File: src/rtl/dbg_text_pkg.sv
// ---------------------------------------------------------------------------
// dbg_text_pkg
//
// Shared constants and helpers for the debug text overlay. Anything that
// turns binary state into printable characters for the character generator
// pulls its ASCII codes from here so every overlay block agrees on them.
//
// Contents:
//   ASC_SPACE    - 0x20, used for blanked digits and the reset pattern
//   ASC_ZERO     - 0x30, base code for decimal digits 0..9
//   ASC_UPPER_A  - 0x41, base code for hex letters A..F
//   ASC_LOWER_A  - 0x61, base code for hex letters a..f
//   NIB_BITS     - width of one hex digit
//   CHR_BITS     - width of one ASCII character
//   nib_to_ascii - maps one 4-bit digit to its ASCII hex character
// ---------------------------------------------------------------------------
package dbg_text_pkg;

  localparam int NIB_BITS = 4;
  localparam int CHR_BITS = 8;

  localparam logic [7:0] ASC_SPACE   = 8'h20;
  localparam logic [7:0] ASC_ZERO    = 8'h30;
  localparam logic [7:0] ASC_UPPER_A = 8'h41;
  localparam logic [7:0] ASC_LOWER_A = 8'h61;

  // Every one of the 16 codes lands on a printable character, so there is
  // no default branch that could leak X into the overlay.
  function automatic logic [7:0] nib_to_ascii(input logic [3:0] nib,
                                              input logic       upper);
    logic [7:0] letterBase;
    letterBase = upper ? ASC_UPPER_A : ASC_LOWER_A;
    if (nib < 4'd10) begin
      return ASC_ZERO + {4'h0, nib};
    end
    return letterBase + {4'h0, nib - 4'd10};
  endfunction

endpackage

File: src/rtl/hex_digit.sv
// ---------------------------------------------------------------------------
// hex_digit
//
// Purely combinational converter for one hex digit. Produces the ASCII code
// for the digit, or a space when the caller asks for it to be blanked.
//
// Parameters:
//   UPPERCASE - 1: letters map to 'A'..'F', 0: letters map to 'a'..'f'
//
// Ports:
//   nib   in   4  binary digit value
//   blank in   1  force the output to a space
//   ascii out  8  ASCII character for this digit
// ---------------------------------------------------------------------------
module hex_digit
  import dbg_text_pkg::*;
#(
  parameter bit UPPERCASE = 1'b1
) (
  input  logic [3:0] nib,
  input  logic       blank,
  output logic [7:0] ascii
);

  logic [7:0] w_code;

  // The conversion itself lives in the package so other overlay blocks
  // produce identical characters; this module only adds the blank override.
  always_comb begin
    w_code = nib_to_ascii(nib, UPPERCASE);
    ascii  = blank ? ASC_SPACE : w_code;
  end

endmodule

File: src/rtl/int_to_hex.sv
// ---------------------------------------------------------------------------
// int_to_hex
//
// Clocked nibble-to-ASCII hex encoder for the debug text overlay. Converts a
// packed value of NIBBLES hex digits into one ASCII byte per digit, with
// optional leading-zero blanking. Result appears one cycle after the load.
//
// Parameters:
//   NIBBLES   - number of hex digits converted in parallel (1..8)
//   UPPERCASE - 1: letters 'A'..'F', 0: letters 'a'..'f'
//
// Ports:
//   clk      in   1            system clock, rising edge
//   rst      in   1            synchronous active-high reset
//   en       in   1            load strobe, samples value and blank_lz
//   value    in   4*NIBBLES    binary value, digit 0 in the low nibble
//   blank_lz in   1            suppress leading zero digits for this load
//   chr      out  8*NIBBLES    ASCII characters, byte i encodes digit i
//   valid    out  1            high once chr holds a converted value
// ---------------------------------------------------------------------------
module int_to_hex
  import dbg_text_pkg::*;
#(
  parameter int NIBBLES   = 1,
  parameter bit UPPERCASE = 1'b1
) (
  input  logic                      clk,
  input  logic                      rst,
  input  logic                      en,
  input  logic [NIB_BITS*NIBBLES-1:0] value,
  input  logic                      blank_lz,
  output logic [CHR_BITS*NIBBLES-1:0] chr,
  output logic                      valid
);

  logic [NIBBLES-1:0]          w_blank;
  logic                        w_seenNonZero;
  logic [CHR_BITS*NIBBLES-1:0] w_chr;

  logic [CHR_BITS*NIBBLES-1:0] r_chr;
  logic                        r_valid;

  // Leading-zero scan from the most significant digit down. Once any
  // non-zero digit has been seen, every lower digit is printed. Digit 0 is
  // left out of the loop so its blank flag stays 0, which makes an all-zero
  // value show a single '0' instead of an empty field.
  always_comb begin
    w_blank       = '0;
    w_seenNonZero = 1'b0;
    for (int i = NIBBLES - 1; i >= 1; i--) begin
      w_seenNonZero = w_seenNonZero | (value[NIB_BITS*i +: NIB_BITS] != 4'h0);
      w_blank[i]    = blank_lz & ~w_seenNonZero;
    end
  end

  // One combinational converter per digit.
  for (genvar g = 0; g < NIBBLES; g++) begin : gDigit
    hex_digit #(
      .UPPERCASE(UPPERCASE)
    ) uDigit (
      .nib  (value[NIB_BITS*g +: NIB_BITS]),
      .blank(w_blank[g]),
      .ascii(w_chr[CHR_BITS*g +: CHR_BITS])
    );
  end

  // Output register bank and valid flag. Reset wins over a same-cycle load,
  // and the outputs hold whenever en is low. valid is sticky until reset.
  always_ff @(posedge clk) begin
    if (rst) begin
      r_chr   <= {NIBBLES{ASC_SPACE}};
      r_valid <= 1'b0;
    end else if (en) begin
      r_chr   <= w_chr;
      r_valid <= 1'b1;
    end
  end

  assign chr   = r_chr;
  assign valid = r_valid;

endmodule

File: config.mk
export PLATFORM = sky130hd
export DESIGN_NAME = int_to_hex
export DESIGN_NICKNAME = d
export VERILOG_FILES = /design/src/rtl/dbg_text_pkg.sv /design/src/rtl/hex_digit.sv /design/src/rtl/int_to_hex.sv
export SDC_FILE = /design/constraint.sdc
export NUM_CORES = 1
export LEC_CHECK = 0
export ABC_AREA = 1
export BUFFER_PORTS_ARGS = -buffer_cell sky130_fd_sc_hd__buf_2
export CAP_MARGIN = 20
export CORE_AREA = 8 8 45 47
export CTS_CLUSTER_SIZE = 25
export DETAILED_ROUTE_END_ITERATION = 8
export DIE_AREA = 0 0 53 55
export GPL_TIMING_DRIVEN = 1
export PLACE_DENSITY = 0.58
export SYNTH_ARGS = -nofsm -noshare
export SYNTH_HDL_FRONTEND = slang
export SYNTH_SLANG_ARGS = --single-unit
File: constraint.sdc
create_clock -name clk -period 1.5 [get_ports clk]
set_input_delay 0.45 -clock clk [delete_from_list [all_inputs] [get_ports clk]]
set_output_delay 0.45 -clock clk [all_outputs]
set_load 0.1 [all_outputs]
==> metrics.txt <==
status completed; met3 WL post-DR 85 um; post-synth top area share 39.14%; largest net degree at the start of global routing 8; crit-path leading delay family flip-flops; Setup WS pre-CTS 0.1027 ns; FF-to-FF setup slack 0.81 ns; Critical Path Max Stage Delay 0.38 ns; clk_lat worst skew 0.25 ns; r2r startpoint chr[2]$_SDFFE_PP0P_; initial antenna violation count 0; GRT Util Overall 7.987%; 1st-iter DRT viols 2; hold wc startpoint rst; global route total overflow 0; Crit-path slowest cell dfxtp_1; row count 14; FF+latch count, synth 8; Fin Clk Skew 0 ns; Critical Path RT 1.05 ns; total chip power 0.6362 mW; Routed WL per cell 10.57 um; area added between synthesis and finish 55.05%; boundary pin count 17; Period minus WS final 1.275 ns; setup ws final 0.2250 ns; maximum clock insertion buffer count 2; Placer Congestion 0.7220; DRT met1 WL 403 um; Post-Syn Nets 71; Hold EP chr[3]$_SDFFE_PP0P_; setup tns final 0 ns; post-synthesis sequential area ratio 39.14%; Chip Width 53 um; Tcrit/Tclk final 85.00%; DR DRC count 0; count of final setup violators 0; H-tree Lvls 1; synthesized area per cell 6.707 sq um; Top Layer Used met4; first-pass GRT wire length 1614 um; max-cap viol count 0; Synth area leaders dfxtp_1, nand2_1, nor2_1; unrepaired setup endpoints after global routing false; final hold violation count 0; number of synthesis warnings 0; Slew Limit Fails 0; vias in the first global route 410; share of cells above drive strength 1 24.68%; Final nets 89; CP Launch Type flip-flop; Cells after Synth 61; cell leakage power 0.3228 nW; WL met2 466 um; Clock Sinks 8; Antenna Nets Post-Route 0; CTS tree done; most common cell after layout, fill and taps aside nand2_1; crit-path max FO 2; reg2reg end chr[2]$_SDFFE_PP0P_; Inserted Diodes 0; Yosys cell types 14; critical path type flip-flop to primary output; final WL 983 um; Resized Gates After CTS 0; CTS Buf Count 3; Peak supply drop 0.0004529 V; Core Footprint 0.001384 sq mm; mapped cell area 409.1 sq um; Port-buffer cells 14; FF-to-FF path depth 4; Clk pin slew, worst setup/hold paths 0.05 ns; vias per std cell 4.355; Root Driver clkbuf_4; post-CTS setup buffers 0; Initial Utilization 29.57%; Worst EP arrival 0.83 ns; Die Y 55 um; most frequent cells in the layout nand2_1, nor2_1, inv_1, dfxtp_1, buf_12; min-delay worst type primary input to flip-flop; CP bufs+invs 1; Power Dens Cells 1003 mW/mm^2; Crit. End Element primary output; Hold Path Stages 2; Via Count 405; area of the die 0.002915 sq mm; CP cell instances buf_12; hold_buf cts 0; TritonRoute pass-1 iters 2; leading area contributor after synthesis dfxtp_1; Max Clock Freq 784.3 MHz; Detailed Place HPWL 802.4 um
-- flip-flops by register name, summed over array words and instances (netlist names) --
| signal | count |
|---|---|
| chr | 7 |
| valid | 1 |
-- worst max-delay path by stage --
stage / startpoint / to / slack [ns] / cells after the start
floorplan: valid$_SDFFE_PP0P_ / valid / 0.12 / 0
global placement: value[1] / chr[2]$_SDFFE_PP0P_ / 0.10 / 10
detailed placement: value[1] / chr[2]$_SDFFE_PP0P_ / 0.10 / 10
CTS: chr[5]$_SDFFE_PP1P_ / chr[5] / 0.21 / 1
global route: chr[5]$_SDFFE_PP1P_ / chr[5] / 0.18 / 1
finish: chr[5]$_SDFFE_PP1P_ / chr[5] / 0.22 / 1
-- synth_stat cells --
library cell / n
a21oi_1: 3
buf_4: 1
conb_1: 1
dfxtp_1: 8
ha_1: 2
inv_1: 8
nand2_1: 19
nand2_2: 1
nand3_1: 4
nand3b_1: 1
nor2_1: 10
nor2_4: 1
o21ai_0: 1
xnor2_1: 1
-- report_power, final --
group	switching [mW]	internal [mW]	total, mW
logic	0.157	0.0779	0.235
clock network	0.0691	0.0912	0.160
registers	0.0137	0.227	0.241
total	0.240	0.396	0.636
-- through the flow --
step	utilization, %	hold WS (ns)	cells	instance area (sq um)
finish	45.84	0.4372	93	634.4
floorplan	-	0.5191	61	409.1
global route	45.84	0.4425	93	634.4
detailed placement	44.21	0.4980	90	611.8
CTS	45.84	0.4291	93	634.4
global placement	44.21	0.4936	90	611.8
-- final cells by class --
type,instances,area [sq um]
clock buffer,3,22.52
multi-input combinational,44,211.5
inverter,8,30.03
fill,141,749.5
sequential,8,160.2
timing repair buffer,14,190.2
tap,16,20.02
-- metal layers --
layer	up-vias	GRT usage (%)
met5	-	0
met2	10	12.30
met4	0	7.759
met3	4	4.813
li1	218	-
met1	173	7.165
-- cell families (layout without fill, tap and decap cells) --
| group | after synthesis | count (layout) | synth area share [%] |
|---|---|---|---|
| other | 1 | 1 | 0.9166 |
| flip-flops | 8 | 8 | 39.14 |
| AND/OR/NAND/NOR | 36 | 36 | 37.62 |
| adder cells (fa/ha/maj) | 2 | 2 | 6.115 |
| XOR/XNOR | 1 | 1 | 2.141 |
| AO/OA/AOI/OAI | 4 | 4 | 4.891 |
| buffers and inverters | 9 | 25 | 9.175 |
Note: power is estimated with default switching activity, not from simulation.
